**src/rtl/switch_debounce_capture_pkg.sv**
```systemverilog
// Shared defaults and sizing helpers for the switch debounce/capture block.
package switch_debounce_capture_pkg;

   localparam int unsigned DefaultDataW          = 2;
   localparam int unsigned DefaultDebounceCycles = 100000;

   // One extra bit so the counter can hold DEBOUNCE_CYCLES itself and saturate there.
   function automatic int unsigned debounceCntW(input int unsigned cycles);
      return $clog2(cycles) + 1;
   endfunction

endpackage

```
**src/rtl/switch_debounce_capture_sync_debounce.sv**
```systemverilog
// Two-flop synchronizer, candidate/counter debouncer and commit-event generator.
module sync_debounce
   import switch_debounce_capture_pkg::*;
#(
   parameter int unsigned DEBOUNCE_CYCLES = DefaultDebounceCycles,
   parameter int unsigned DATA_W          = DefaultDataW
) (
   input  logic              clk,
   input  logic              rstn,
   input  logic [DATA_W-1:0] rawSwitch,
   output logic              commitEvent,
   output logic [DATA_W-1:0] commitData
);

   localparam int unsigned     CntW      = debounceCntW(DEBOUNCE_CYCLES);
   localparam logic [CntW-1:0] CommitCnt = CntW'(DEBOUNCE_CYCLES);
   localparam logic [CntW-1:0] LastCnt   = CntW'(DEBOUNCE_CYCLES - 1);

   logic [DATA_W-1:0] syncMeta;
   logic [DATA_W-1:0] syncOut;
   logic [DATA_W-1:0] candidate;
   logic [DATA_W-1:0] stableVal;
   logic [CntW-1:0]   count;
   logic              commit;

   // Commit on the edge where the candidate completes DEBOUNCE_CYCLES stable cycles.
   assign commit      = (syncOut == candidate) && (count == LastCnt);
   assign commitEvent = commit && (candidate != stableVal);
   assign commitData  = candidate;

   always_ff @(posedge clk or negedge rstn) begin
      if (!rstn) begin
         syncMeta  <= '0;
         syncOut   <= '0;
         candidate <= '0;
         stableVal <= '0;
         count     <= '0;
      end else begin
         syncMeta <= rawSwitch;
         syncOut  <= syncMeta;
         if (syncOut != candidate) begin
            candidate <= syncOut;
            count     <= '0;
         end else if (count != CommitCnt) begin
            count <= count + CntW'(1);
         end
         if (commit) begin
            stableVal <= candidate;
         end
      end
   end

endmodule

```
**src/rtl/switch_debounce_capture.sv**
```systemverilog
// Debounced switch capture with a two-entry (output + pending) valid/ready buffer.
module switch_debounce_capture
   import switch_debounce_capture_pkg::*;
#(
   parameter int unsigned DEBOUNCE_CYCLES = DefaultDebounceCycles,
   parameter int unsigned DATA_W          = DefaultDataW
) (
   input  logic              clk,
   input  logic              rstn,
   input  logic [DATA_W-1:0] rawSwitch,
   input  logic              clearOverrun,
   input  logic              ready,
   output logic              outValid,
   output logic [DATA_W-1:0] dataOut,
   output logic              overrun
);

   logic              commitEvent;
   logic [DATA_W-1:0] commitData;

   logic              outValidQ, outValidD;
   logic [DATA_W-1:0] dataOutQ, dataOutD;
   logic              pendValidQ, pendValidD;
   logic [DATA_W-1:0] pendDataQ, pendDataD;
   logic              overrunQ, overrunD;
   logic              xfer;
   logic              setOverrun;

   sync_debounce #(
      .DEBOUNCE_CYCLES(DEBOUNCE_CYCLES),
      .DATA_W         (DATA_W)
   ) uSyncDebounce (
      .clk        (clk),
      .rstn       (rstn),
      .rawSwitch  (rawSwitch),
      .commitEvent(commitEvent),
      .commitData (commitData)
   );

   assign xfer = outValidQ && ready;

   always_comb begin
      outValidD  = outValidQ;
      dataOutD   = dataOutQ;
      pendValidD = pendValidQ;
      pendDataD  = pendDataQ;
      setOverrun = 1'b0;
      if (xfer) begin
         if (pendValidQ) begin
            // Pending advances; a coinciding event refills pending without overrun.
            dataOutD   = pendDataQ;
            pendValidD = commitEvent;
            if (commitEvent) begin
               pendDataD = commitData;
            end
         end else begin
            outValidD = commitEvent;
            if (commitEvent) begin
               dataOutD = commitData;
            end
         end
      end else if (!outValidQ) begin
         if (commitEvent) begin
            outValidD = 1'b1;
            dataOutD  = commitData;
         end
      end else if (commitEvent) begin
         pendDataD  = commitData;
         pendValidD = 1'b1;
         setOverrun = pendValidQ;
      end
      overrunD = setOverrun | (overrunQ & ~clearOverrun);
   end

   always_ff @(posedge clk or negedge rstn) begin
      if (!rstn) begin
         outValidQ  <= 1'b0;
         dataOutQ   <= '0;
         pendValidQ <= 1'b0;
         pendDataQ  <= '0;
         overrunQ   <= 1'b0;
      end else begin
         outValidQ  <= outValidD;
         dataOutQ   <= dataOutD;
         pendValidQ <= pendValidD;
         pendDataQ  <= pendDataD;
         overrunQ   <= overrunD;
      end
   end

   assign outValid = outValidQ;
   assign dataOut  = dataOutQ;
   assign overrun  = overrunQ;

endmodule
```
**config.mk**
```make
export PLATFORM = sky130hd
export DESIGN_NAME = switch_debounce_capture
export DESIGN_NICKNAME = d
export VERILOG_FILES = /design/src/rtl/switch_debounce_capture_pkg.sv /design/src/rtl/switch_debounce_capture_sync_debounce.sv /design/src/rtl/switch_debounce_capture.sv
export SDC_FILE = /design/constraint.sdc
export NUM_CORES = 1
export LEC_CHECK = 0
export ABC_AREA = 1
export CAP_MARGIN = 5
export CORE_ASPECT_RATIO = 0.7
export CORE_MARGIN = 1
export CORE_UTILIZATION = 41
export CTS_CLUSTER_SIZE = 24
export DETAILED_ROUTE_END_ITERATION = 10
export PLACE_DENSITY = 0.68
export SYNTH_ARGS = -nofsm -noshare
export SYNTH_HDL_FRONTEND = slang
export SYNTH_SLANG_ARGS = --single-unit
```
**constraint.sdc**
```tcl
create_clock -name clk -period 2.1 [get_ports clk]
set_input_delay 0.42 -clock clk [delete_from_list [all_inputs] [get_ports clk]]
set_output_delay 0.42 -clock clk [all_outputs]
set_load 0.02 [all_outputs]
```
=== Word-level counts from Yosys, hierarchy flattened ===
Index checks and enable logic that the tools add are counted.

* Add/subtract/negate cells: 1
* Eq/ne operators: 8
* Muxes and demuxes: 21
* Bitwise gates (word level): 3
* Reduce and logical (&&, ||, !) cells: 8

{| class="wikitable"
|+ Operators with widths
! kind !! number
|-
| $mux 18 || 2
|-
| $add 18x1->18 const B || 1
|-
| $eq 18x17->1 const B || 1
|-
| $ne 18x17->1 const B || 1
|-
| $mux 2 || 8
|-
| $mux 1 || 11
|-
| $reduce_bool 2->1 || 3
|-
| $ne 2x2->1 || 2
|-
| $ne 2x2->1 const B || 2
|-
| $reduce_and 2->1 || 2
|-
| $logic_and 1x1->1 || 3
|-
| $eq 2x2->1 || 1
|-
| $ne 2x1->1 const B || 1
|-
| $and 1x1->1 || 1
|-
| $not 1->1 || 1
|-
| $or 1x1->1 || 1
|}

* Flip-flop bits (word level): 33
* Input bits: 6
* Output and inout bits: 4
* Logic and storage cells: 51

=== Depth between registers and ports, before layout ===
* Depth after elaboration: 7
* Depth in mapped cells: 10
* Depth with buffers taken out: 10

=== Modules after synthesis ===
Synthesis repeated with hierarchy kept, for this count alone.

* Cells, all modules: 232
* Area total of the unflattened synthesis: 1823.0 sq um

{| class="wikitable"
|+ Modules (own cells, without submodules)
! module !! instances !! cells each !! area an instance (sq um) !! sequential area each (sq um)
|-
| sync_debounce || 1 || 188 || 1486.4 || 650.6
|-
| switch_debounce_capture || 1 || 44 || 336.6 || 175.2
|}

=== Least setup slack after synthesis ===
OpenSTA, ideal clock, no wires.

* Kind: reg-to-reg
* Start point: register uSyncDebounce.count[0]
* End point: register pendDataQ[0]
* Library setup time: 0.117 ns
* Arrival: 1.338 ns
* Data required time: 1.983 ns
* Slack: 0.644 ns
* Cell stages (with the launch flop): 11
* Buffers on the path: 0
* Clock period less this slack: 1.456 ns
* Cell sequence: dfrtp_1 -> ha_1 -> nand2_2 -> nor2_4 -> inv_2 -> nor2_4 -> nand3_4 -> nor2_4 -> nand2_1 -> o21ai_1 -> inv_1

* Longest elaborated chain between the ends: 6
* Elaborated cells on any way between the ends: 7
* Classes of those cells: 1 x eq/ne; 4 x mux; 2 x reduce/logical

{| class="wikitable"
|+ Ends and longest elaborated chain
! item !! line !! RTL
|-
| from (decl) || switch_debounce_capture_sync_debounce.sv:23 || <nowiki>logic [CntW-1:0] count;</nowiki>
|-
| from (signal assigned) || switch_debounce_capture_sync_debounce.sv:45 || <nowiki>count <= count + CntW'(1);</nowiki>
|-
| $eq 18x17->1 (*) || switch_debounce_capture_sync_debounce.sv:27 || <nowiki>assign commit = (syncOut == candidate) && (count == LastCnt);</nowiki>
|-
| $logic_and 1x1->1 (*) || switch_debounce_capture_sync_debounce.sv:27 ||
|-
| $logic_and 1x1->1 (*) || switch_debounce_capture_sync_debounce.sv:28 || <nowiki>assign commitEvent = commit && (candidate != stableVal);</nowiki>
|-
| $mux 2 (*) || - ||
|-
| $mux 2, on equally long branches || - ||
|-
| $mux 2 (*) || - ||
|-
| to (signal assigned) || switch_debounce_capture.sv:86 || <nowiki>pendDataQ <= pendDataD;</nowiki>
|-
| to (decl) || switch_debounce_capture.sv:24 || <nowiki>logic [DATA_W-1:0] pendDataQ, pendDataD;</nowiki>
|}

Mark *: on every way between the ends. The rest lies on a longest branch, timed or not. The select of a mux whose other input is x is not followed.
A chain may end at the register's enable or synchronous reset.

=== Worst setup path after layout ===
* Start point: register outValidQ (netlist: outValid)
* End point: output outValid

{| class="wikitable"
|+ RTL lines
! item !! line !! RTL
|-
| from (decl) || switch_debounce_capture.sv:21 || <nowiki>logic outValidQ, outValidD;</nowiki>
|-
| from (signal assigned) || switch_debounce_capture.sv:83 || <nowiki>outValidQ <= outValidD;</nowiki>
|-
| to (decl) || switch_debounce_capture.sv:13 || <nowiki>output logic outValid,</nowiki>
|}

No word-level cell between the ends.

==> summary.txt <==
Critical path
  • FF-to-FF setup slack: 0.49 ns
  • CP Max Fanout: 5
  • Critical Path Sink Type: output pin
  • CP delay by family, top: buffers and inverters
  • CP Class: reg -> out
  • Crit path cell chain: clkdlybuf4s50_1
  • Crit path largest cell delay: 0.62 ns
  • Req. time, crit path: 1.68 ns
  • Crit-path slowest cell: clkdlybuf4s50_1
  • Worst path buffer plus inverter count: 1
  • Crit path DAT: 1.30 ns
  • Crit path launch type: register

Yosys
  • Sequential area share after synthesis: 0.493
  • Mapped cell area: 0.00167 mm2
  • Number of synthesized flops with an enable pin: 0
  • Yosys reg bits: 33
  • Syn Nets: 211
  • Avg Cell Area, Syn: 8.25 um2
  • Ys Warns: 0
  • Synth async-reset ratio: 1.00
  • Cells after Synth: 203
  • Synth cell types: 30
  • Main synth FF type: dfrtp_1

Hold path
  • Min-delay worst type: reg -> reg

Routing
  • Residual DRC count: 0
  • Drt wl/cell: 10.9 um
  • Remaining antenna violation count: 0
  • Starting DRT DRC Count: 64
  • Vias/cell: 4.75
  • Post-Route WL: 2940 um
  • Drt pass-1 iters: 4
  • Via count: 1286

Clocking
  • CTS resizes: 0
  • Setup bufs post-CTS: 0
  • Number of CTS-inserted buffers: 5
  • Root buf cell: clkbuf_8
  • Worst-path clk slew: 0.06 ns
  • Clk_lat worst skew: 0.28 ns
  • Max clock buf depth: 2
  • H-tree depth: 2
  • CTS tree: done
  • Hold-fix buffers, CTS: 0
  • Clock Sinks: 33

Final layout
  • Final Util: 0.497
  • Share of layout cells above drive strength 1: 0.151
  • Commonest non-fill, non-tap cell in the layout: nand2_1
  • Commonest cells after routing, fill and taps aside: nand2_1, dfrtp_1, inv_1
  • Area delta synth->final: 16.4%
  • Diodes inserted: 0
  • Nets: 226

STA
  • RSZ-0062 raised after global routing: no
  • Final Slew Violations: 0
  • Final Skew: 0.00399 ns
  • Worst Tran Pin Value: 0.416 ns
  • Max-slew headroom: 0.723
  • Final worst-path cycle share: 0.820
  • Max Fclk: 0.581 GHz
  • Setup TNS: 0 ns
  • Final period demand of the worst path: 1.72 ns
  • Final hold violations: 0
  • Final setup viols: 0

Floorplan
  • # rows: 19
  • Starting Density: 0.427
  • Core Area: 0.00392 mm2
  • Die Span Y: 55.5 um
  • Die width: 78.4 um
  • Num ports: 10
  • Die area: 0.00435 mm2

Placement
  • Gpl congestion: 0.811
  • Buffers on Ports: 9
  • Hpwl dp: 2160 um

Global route
  • Total global-route track usage: 0.151
  • Wire length of the first global-routing pass: 4990 um
  • Largest net degree at the start of global routing: 34
  • Grt total ovfl: 0
  • Initial antenna violation count: 0
  • Vias in the first global route: 1084

Flow run
  • Max Cap Viol: 0

Pwr
  • Static leakage: 0.862 nW
  • Peak VDD IR: 422 uV
  • PD cells: 697 mW/mm2

Status
  • Status: completed
## flip-flops by register name, summed over array words and instances, names as in the netlist
register                  cells
dataOut                       2
overrun                       1
uSyncDebounce.syncMeta        2
outValid                      1
pendDataQ                     2
uSyncDebounce.commitData      2
uSyncDebounce.stableVal       2
pendValidQ                    1
uSyncDebounce.syncOut         2
uSyncDebounce.count          18
## cell families after synthesis
group,count (synthesis),synth area share
XOR/XNOR,4,0.0209
AO/OA/AOI/OAI,31,0.0972
buffers and inverters,37,0.0837
flip-flops,33,0.493
adder cells (fa/ha/maj),2,0.0149
AND/OR/NAND/NOR,96,0.290
## metal layers
metal  vias to the layer above  share of wire  global-route usage
met3                         7          0.042              0.0446
li1                        675              -                   -
met5                         -              0                   0
met2                        22           0.37               0.187
met1                       582           0.57               0.239
met4                         0          0.016              0.0635
## layout make-up
cell class / count / area [um2]
clock inverters: 1 / 30.0
clock buffers: 7 / 86.3
inverters: 34 / 128
repair buffers: 11 / 105
well taps: 52 / 65.1
fillers: 392 / 1970
multi-input cells: 133 / 708
flip-flops and latches: 33 / 826
## worst paths after layout
kind,to,from,depth (start not counted)
max in group asynchronous,uSyncDebounce.commitData[1],rstn,2
min,uSyncDebounce.syncOut[1],uSyncDebounce.syncMeta[1],0
max reg2reg,pendDataQ[0],uSyncDebounce.count[1],10
min in group asynchronous,uSyncDebounce.count[11],rstn,2
max,outValid,outValid,1
min reg2reg,uSyncDebounce.syncOut[1],uSyncDebounce.syncMeta[1],0
## synthesized netlist by cell type (2+ instances only)
master | instances | area, um2
clkbuf_1 | 2 | 7.51
nand4_1 | 4 | 25.0
nor2_2 | 4 | 25.0
ha_1 | 2 | 25.0
inv_1 | 26 | 97.6
o21ai_1 | 8 | 40.0
a21oi_1 | 14 | 70.1
nand3_1 | 11 | 55.1
o21ai_0 | 5 | 25.0
nand2_1 | 42 | 158
xnor2_1 | 2 | 17.5
dfrtp_1 | 33 | 826
xor2_1 | 2 | 17.5
nand2_2 | 4 | 25.0
inv_2 | 7 | 26.3
nor2_4 | 5 | 56.3
nor2_1 | 19 | 71.3
## power by group
group,leakage (nW),switching (W),internal (W)
clock,0.0585,0.000229,0.000387
combinational,0.362,0.0000497,0.0000327
sequential,0.442,0.00000998,0.000649
## per-stage QoR
stage	instance area [um2]	hold WS (ns)	total power [W]	worst slack (ns)	cells
3_5_place_dp	1830	0.338	0.000756	0.505	263
4_1_cts	1950	0.354	0.00138	0.361	271
6_report	1950	0.349	0.00136	0.377	271
5_1_grt	1950	0.356	0.00142	0.319	271
2_1_floorplan	1670	0.124	0.000712	0.644	203
3_3_place_gp	1830	0.334	0.000754	0.527	263
No activity file was read; power rests on OpenSTA's default activity.
